File: src/rtl/usb_app_pkg.sv
// Shared constants and FSM encoding for the application-side register bridge.
// Command and response bytes match the host tool's ASCII framing.
package usb_app_pkg;

   localparam logic [7:0] CMD_WRITE = 8'h57;
   localparam logic [7:0] CMD_READ  = 8'h52;
   localparam logic [7:0] RSP_ACK   = 8'h4B;
   localparam logic [7:0] RSP_ERR   = 8'h3F;

   typedef enum logic [2:0] {
      StIdle    = 3'd0,
      StGetAddr = 3'd1,
      StGetData = 3'd2,
      StWrite   = 3'd3,
      StRead    = 3'd4,
      StCapture = 3'd5,
      StResp    = 3'd6
   } state_e;

endpackage

File: src/rtl/app_timeout_cnt.sv
// Inter-byte timeout counter: expire_o asserts once TIMEOUT_CYCLES byte-less cycles
// have elapsed while enabled. TIMEOUT_CYCLES of 0 disables it entirely.
module app_timeout_cnt #(
   parameter int unsigned TIMEOUT_CYCLES = 1200
) (
   input  logic clk_i,
   input  logic rst_i,
   input  logic enable_i,
   input  logic clear_i,
   output logic expire_o
);

   if (TIMEOUT_CYCLES == 0) begin : g_off
      assign expire_o = 1'b0;
   end else begin : g_cnt
      localparam int unsigned CW = $clog2(TIMEOUT_CYCLES + 1);
      localparam logic [CW-1:0] LAST = CW'(TIMEOUT_CYCLES - 1);

      logic [CW-1:0] cnt_q, cnt_d;

      always_comb begin
         cnt_d = cnt_q;
         if (!enable_i || clear_i) begin
            cnt_d = '0;
         end else if (cnt_q != LAST) begin
            cnt_d = cnt_q + CW'(1);
         end
      end

      always_ff @(posedge clk_i or posedge rst_i) begin
         if (rst_i) begin
            cnt_q <= '0;
         end else begin
            cnt_q <= cnt_d;
         end
      end

      assign expire_o = enable_i && (cnt_q == LAST);
   end

endmodule

File: src/rtl/app_reg_bridge.sv
// Parses 'W' addr data / 'R' addr byte frames from the OUT stream into register bus
// strobes and returns one response byte per command on the IN stream.
module app_reg_bridge
   import usb_app_pkg::*;
#(
   parameter int unsigned ADDR_WIDTH     = 8,
   parameter int unsigned TIMEOUT_CYCLES = 1200,
   parameter int unsigned CNT_WIDTH      = 8
) (
   input  logic                  clk_i,
   input  logic                  rst_i,
   input  logic [7:0]            app_out_data_i,
   input  logic                  app_out_valid_i,
   output logic                  app_out_ready_o,
   output logic [7:0]            app_in_data_o,
   output logic                  app_in_valid_o,
   input  logic                  app_in_ready_i,
   output logic [ADDR_WIDTH-1:0] reg_addr_o,
   output logic [7:0]            reg_wdata_o,
   output logic                  reg_we_o,
   output logic                  reg_re_o,
   input  logic [7:0]            reg_rdata_i,
   output logic                  busy_o,
   output logic [CNT_WIDTH-1:0]  err_cnt_o
);

   state_e                state_q, state_d;
   logic                  wr_q;
   logic                  out_ready_q;
   logic                  in_valid_q;
   logic                  we_q, re_q;
   logic [ADDR_WIDTH-1:0] addr_q;
   logic [7:0]            wdata_q;
   logic [7:0]            rsp_q;
   logic [CNT_WIDTH-1:0]  err_q;
   logic                  accept;
   logic                  expire;
   logic                  err_inc;
   logic                  is_cmd;

   assign accept = app_out_valid_i & out_ready_q;
   assign is_cmd = (app_out_data_i == CMD_WRITE) || (app_out_data_i == CMD_READ);

   app_timeout_cnt #(
      .TIMEOUT_CYCLES(TIMEOUT_CYCLES)
   ) u_timeout (
      .clk_i   (clk_i),
      .rst_i   (rst_i),
      .enable_i((state_q == StGetAddr) || (state_q == StGetData)),
      .clear_i (accept),
      .expire_o(expire)
   );

   // An accepted byte always takes priority over an expiring timeout.
   always_comb begin
      state_d = state_q;
      err_inc = 1'b0;
      unique case (state_q)
         StIdle: begin
            if (accept) begin
               if (is_cmd) begin
                  state_d = StGetAddr;
               end else begin
                  state_d = StResp;
                  err_inc = 1'b1;
               end
            end
         end
         StGetAddr: begin
            if (accept) begin
               state_d = wr_q ? StGetData : StRead;
            end else if (expire) begin
               state_d = StIdle;
               err_inc = 1'b1;
            end
         end
         StGetData: begin
            if (accept) begin
               state_d = StWrite;
            end else if (expire) begin
               state_d = StIdle;
               err_inc = 1'b1;
            end
         end
         StWrite:   state_d = StResp;
         StRead:    state_d = StCapture;
         StCapture: state_d = StResp;
         StResp: begin
            if (app_in_ready_i) begin
               state_d = StIdle;
            end
         end
         default:   state_d = StIdle;
      endcase
   end

   // Handshake outputs are decoded from state_d so they line up with the new state.
   always_ff @(posedge clk_i or posedge rst_i) begin
      if (rst_i) begin
         state_q     <= StIdle;
         wr_q        <= 1'b0;
         out_ready_q <= 1'b0;
         in_valid_q  <= 1'b0;
         we_q        <= 1'b0;
         re_q        <= 1'b0;
         addr_q      <= '0;
         wdata_q     <= '0;
         rsp_q       <= '0;
         err_q       <= '0;
      end else begin
         state_q     <= state_d;
         out_ready_q <= (state_d == StIdle) || (state_d == StGetAddr) || (state_d == StGetData);
         in_valid_q  <= (state_d == StResp);
         we_q        <= (state_d == StWrite);
         re_q        <= (state_d == StRead);
         if (state_q == StIdle && accept) begin
            wr_q <= (app_out_data_i == CMD_WRITE);
         end
         if (state_q == StGetAddr && accept) begin
            addr_q <= app_out_data_i[ADDR_WIDTH-1:0];
         end
         if (state_q == StGetData && accept) begin
            wdata_q <= app_out_data_i;
         end
         if (state_q == StIdle && accept && !is_cmd) begin
            rsp_q <= RSP_ERR;
         end else if (state_q == StWrite) begin
            rsp_q <= RSP_ACK;
         end else if (state_q == StCapture) begin
            rsp_q <= reg_rdata_i;
         end
         if (err_inc && (err_q != '1)) begin
            err_q <= err_q + 1'b1;
         end
      end
   end

   assign app_out_ready_o = out_ready_q;
   assign app_in_data_o   = rsp_q;
   assign app_in_valid_o  = in_valid_q;
   assign reg_addr_o      = addr_q;
   assign reg_wdata_o     = wdata_q;
   assign reg_we_o        = we_q;
   assign reg_re_o        = re_q;
   assign busy_o          = (state_q != StIdle);
   assign err_cnt_o       = err_q;

endmodule
File: config.mk
export PLATFORM = sky130hd
export DESIGN_NAME = app_reg_bridge
export DESIGN_NICKNAME = d
export VERILOG_FILES = /design/src/rtl/usb_app_pkg.sv /design/src/rtl/app_timeout_cnt.sv /design/src/rtl/app_reg_bridge.sv
export SDC_FILE = /design/constraint.sdc
export NUM_CORES = 1
export LEC_CHECK = 0
export ABC_AREA = 1
export CORE_AREA = 2 2 78 80
export CTS_BUF_LIST = sky130_fd_sc_hd__clkbuf_4 sky130_fd_sc_hd__clkbuf_8 sky130_fd_sc_hd__clkbuf_16
export DETAILED_ROUTE_END_ITERATION = 10
export DIE_AREA = 0 0 80 82
export PLACE_DENSITY = 0.72
export SYNTH_ARGS = -nofsm -noshare
export SYNTH_HDL_FRONTEND = slang
export SYNTH_SLANG_ARGS = --single-unit
File: constraint.sdc
create_clock -name clk_i -period 1.6 [get_ports clk_i]
set_clock_uncertainty 0.1 [all_clocks]
set_input_delay 0.4 -clock clk_i [delete_from_list [all_inputs] [get_ports clk_i]]
set_output_delay 0.4 -clock clk_i [all_outputs]
set_load 0.01 [all_outputs]
# After elaboration in Yosys (flattened, before gate mapping)
# Cells that the tools add are included.
# totals
mem_bits_ro,0
ramBits,0
input_bits,20
latch_bits,0
word_cells,68
n_memories,0
regBits,51
output_inout_bits,37
# classes
addsub,2
n_lt_le_gt_ge,0
div_mod_pow,0
eq_ne,16
n_mux,18
mul,0
shift,0
reduce_logical,20
n_bitwise,1
# ops
operator,n
two-way mux 8 bit,3
two-way mux 11 bit,2
two-way mux 3 bit,7
one-hot mux 3 bit (6 select lines),1
equality test 8 x 7 -> 1 bit (second input constant),2
equality test 3 bit (second input constant),5
equality test 3 x 2 -> 1 bit (second input constant),4
adder 11 x 1 -> 11 bit (second input constant),1
equality test 11 bit (second input constant),1
!= test 11 bit (second input constant),1
adder 8 x 1 -> 8 bit (second input constant),1
!= test 8 bit (second input constant),1
equality test 3 x 1 -> 1 bit (second input constant),2
logical AND 1 bit,6
zero test 3 bit,2
nonzero test 3 bit,2
logical OR 1 bit,5
two-way mux 1 bit,4
OR reduction 2 bit,2
zero test 1 bit,2
one-hot mux 1 bit (2 select lines),1
nonzero test 2 bit,1
bitwise AND 1 bit,1

# Logic depth before layout (Yosys ltp)
# Gate-level depths: netlist of run 1.
# depth
depth_word,9
depth_mapped,9
depth_no_buf,9

# By module
# A second synthesis of run 1 with hierarchy kept.
# hier_totals
cells_unflattened,312
area_unflattened_um2,2596.2
# by_module_without_submodules
mod,n_inst,seq_area_each_um2,cells_each,area_each_um2
app_reg_bridge,1,1001.0,217,1888.1
app_timeout_cnt,1,275.3,95,708.2

# Worst setup path before layout of run 1
# OpenSTA, ideal clock, no wires.
# synth_path
kind,register to register
start,register state_q[0]
end,"register err_q[3], in the netlist err_cnt_o[3]"
path_slack_ps,68
stages_incl_launch_ff,10
period_less_slack_ps,1532
required_time_ps,1382
arrival_time_ps,1314
cell_sequence,dfrtp_1 buf_6 nor2_2 nand2_2 nor2_2 nand3_2 nand2_4 nand2_4 nand2_1 nand2_1
# synth_via
elab_chain_cells,7
word_cells_on_any_way,10
cone_classes,2 x eq/ne; 3 x mux; 5 x reduce/logical
# synth_lines
element,line,text
from (decl),app_reg_bridge.sv:27,"state_e state_q, state_d;"
from (signal assigned),app_reg_bridge.sv:100,state_q <= StIdle;
from (signal assigned),app_reg_bridge.sv:111,state_q <= state_d;
equality test 3 x 1 -> 1 bit or equality test 3 x 2 -> 1 bit (tied branches),"app_reg_bridge.sv:49, app_reg_bridge.sv:58",
logical OR 1 bit,app_reg_bridge.sv:49,".enable_i((state_q == StGetAddr) || (state_q == StGetData)),"
logical AND 1 bit,app_timeout_cnt.sv:38,assign expire_o = enable_i && (cnt_q == LAST);
two-way mux 1 bit,"app_reg_bridge.sv:72, app_reg_bridge.sv:80",
two-way mux 1 bit,app_reg_bridge.sv:78,if (accept) begin
one-hot mux 1 bit (2 select lines) *,app_reg_bridge.sv:58,unique case (state_q)
logical AND 1 bit *,app_reg_bridge.sv:132,if (err_inc && (err_q != '1)) begin
to (signal assigned),app_reg_bridge.sv:133,err_q <= err_q + 1'b1;
to (decl),app_reg_bridge.sv:35,logic [CNT_WIDTH-1:0] err_q;
# Every way passes the cells marked *; elsewhere a longest branch is shown, timed or not.
# A chain may end at the register's enable or synchronous reset.

# Worst setup path after layout of run 1
# layout_path
start,register state_q[1]
end,output port busy_o
# layout_via
elab_chain_cells,1
# layout_lines
element,line,text
nonzero test 3 bit,app_reg_bridge.sv:145,assign busy_o = (state_q != StIdle);
to (decl),app_reg_bridge.sv:23,"output logic busy_o,"
# No other way between the ends.

==> out/results.txt, run 1 <==
Status: finished, final reports clean
Post-DP HPWL: 4210 um
# setup viols final: 0
Register area share after synthesis: 50.5%
Worst-path clk slew: 90 ps
Period minus WS final: 1600 ps
Syn-to-layout area delta: 52.0%
Static leakage: 2.02 nW
Root Buffer: clkbuf_8
Total grt overflow: 0
Top-level port count: 57
Worst setup path class: reg -> out
Placed Cells incl. Taps: 466
Met2 wire len: 3310 um
Via count: 2,427
Die X: 80 um
Total CTS buffers: 5
Cell Pwr Density: 1410 nW/um2
Slew Limit Fails: 0
Fmax: 0.627 GHz
Mapped Cells: 303
First-pass GRT wire length: 10,300 um
Routed Antenna Nets: 0
Post-synthesis cell type count: 31
Fin util: 66.9%
# port buffers: 56
Antenna Cells: 0
Vias in the first global route: 2,276
H-tree levels: 2
Die ar.: 6560 um2
Final Power: 5.43 mW
Placed inst area: 3450 um2
Largest net degree at the start of global routing: 52
Synth top area share: 50.5%
Gpl congestion: 0.839
Vias per cell: 4.94
Max cap viols: 0
Die Y: 82 um
Initial antenna violation count: 0
Nets: 437
Fin Setup TNS: 0 ps
Total GRT Usage: 20.5%
Total Wirelength: 6540 um
CP max FO: 2
Clock Latency Late Sink: 310 ps
Reg2Reg Setup Slack: 20 ps
Minimum hold slack: 341 ps
Main area contributors after synthesis: dfrtp_1 50%, nand2_1 14%, o21ai_0 5.1%
1st-pass router iterations: 4
Final Cycle Share: 99.7%
Post-Syn Area: 2530 um2
Number of remaining DRC errors: 0
CP arrival: 1100 ps
RSZ-0062 raised after global routing: yes
Initial drt markers: 161
Slew Limit Headroom: 75.1%
# rows: 28
Syn Nets: 325
Worst Tran Pin Value: 372 ps
Clock Path Buffers: 2
Final Non-Filler Cells: 491
Seq cells post-synth: 51
Area leader, netlist: dfrtp_1
Fraction of layout cells with a size suffix above 1: 26.0%
CORE AREA: 5750 um2
Sink Count: 51
Avg WL per Cell: 13.3 um
M1 WL: 2780 um
Yosys warns: 0
DP Worst Slack: -437 ps
Hold Path Class: in -> reg
Syn avg cell area: 8.34 um2
Data required time of the worst path: 1100 ps
Met3 Routed Length: 319 um
Initial Util: 44.0%
Setup crit end kind: output port
CTS tree: built
Worst setup SP type: flip-flop
Final Cell Area: 3840 um2
Top Metal Used: met4
Setup WS post-layout: 4.96 ps
Final hold violations: 0
VDD IR-drop max: 791 uV
-- cell type report --
cell class / instances / area, um2
tap: 75 / 93.8
fill: 484 / 1900
multi-input combinational: 216 / 1270
clock inverter: 1 / 5.00
clock buffer: 7 / 83.8
timing repair buffer: 107 / 976
sequential: 51 / 1280
inverter: 34 / 139
-- layer usage --
layer,GRT usage [%],vias up
li1,-,1213
met1,25.4,1125
met2,34.2,77
met3,5.05,12
met4,8.98,0
met5,0,-
-- critical path, cell delays in order, from the launching register on --
cell	delay, ps
dfrtp_1	410
nor2_2	150
nand2_2	100
buf_6	130
-- kinds of logic after synthesis --
| family | synth area share (%) |
|---|---|
| AND/OR/NAND/NOR | 32.3 |
| flip-flops | 50.5 |
| buffers and inverters | 6.39 |
| AO/OA/AOI/OAI | 7.72 |
| XOR/XNOR | 2.08 |
| adder cells (fa/ha/maj) | 0.990 |
-- flip-flops by register name (all words and copies together) (netlist names) --
register,cells
app_in_valid_o,1
u_timeout.g_cnt.cnt_q,11
app_in_data_o,8
state_q,3
reg_wdata_o,8
reg_re_o,1
reg_we_o,1
err_cnt_o,8
app_out_ready_o,1
reg_addr_o,8
wr_q,1
-- worst paths after layout --
kind | start | endpoint | cells past startpoint
max | state_q[1] | busy_o | 3
min | app_out_data_i[1] | reg_addr_o[1] | 3
max reg2reg | err_cnt_o[4] | err_cnt_o[3] | 7
min reg2reg | reg_wdata_o[4] | reg_wdata_o[4] | 2
max in group asynchronous | rst_i | err_cnt_o[2] | 3
min in group asynchronous | rst_i | reg_wdata_o[0] | 3
-- repair_timing --
item / in CTS / in global routing
setup endpoints to repair: 47 / 30
hold endpoints to repair: 0 / 0
pin swaps: 6 / 14
resized for setup: 47 / 42
buffers inserted: 9 / 6
gates cloned: 1 / 1
hold buffers: 0 / 0
-- where the power goes --
part | leakage, nW | internal [mW] | switching (mW)
Sequential | 0.657 | 1.69 | 0.224
Clock | 0.0491 | 0.342 | 0.434
Combinational | 1.32 | 1.28 | 1.46
-- placed cells by master, fill, tap and decap left out, types with 2 or more instances in the layout --
cell             netlist  routed
a21oi_1                3       3
nand2_1               93      81
o21ai_0               26      26
clkbuf_4               0       2
nand2_2                4      14
nor2_2                 3       2
nand3_1               24      19
nand3_2                4       8
dlymetal6s2s_1         0       4
nor2_1                20      17
xor2_1                 3       3
inv_1                 31      29
nand4_1                8       8
xnor2_1                3       3
buf_6                  2       8
buf_4                  0      40
clkbuf_8               0       5
nand2_8                0       3
dfrtp_1               51      50
nor3_1                 6       5
buf_12                 0       3
nand2_4                3       3
nand3_4                2       3
clkdlybuf4s50_1        0      16
nor2_4                 0       4
dlygate4sd2_1          0      36
inv_2                  2       3
o22ai_1                2       2
-- Yosys cell counts --
master,n
buf_6,2
o22ai_1,2
nand2_4,3
ha_1,2
nor2_1,20
nand4_2,1
clkbuf_1,1
a31oi_1,1
nor2_8,1
nand3_1,24
xor2_1,3
xnor2_1,3
o31ai_1,1
buf_2,1
nand4_1,8
nor2_2,3
o21bai_1,1
nand3_4,2
a21oi_2,1
a21oi_1,3
dfrtp_1,51
o21a_1,1
inv_1,31
nor3b_1,1
o21ai_0,26
nor3_1,6
nand3_2,4
inv_2,2
nand2_2,4
inv_4,1
nand2_1,93
(Power assumes the default switching activity.)
==> run 2, diff against run 1 <==
Settings changed: GPL_ROUTABILITY_DRIVEN set to 1.
==> results of run 2 <==
No change in the layout: final DEF, timing and power equal those of run 1.
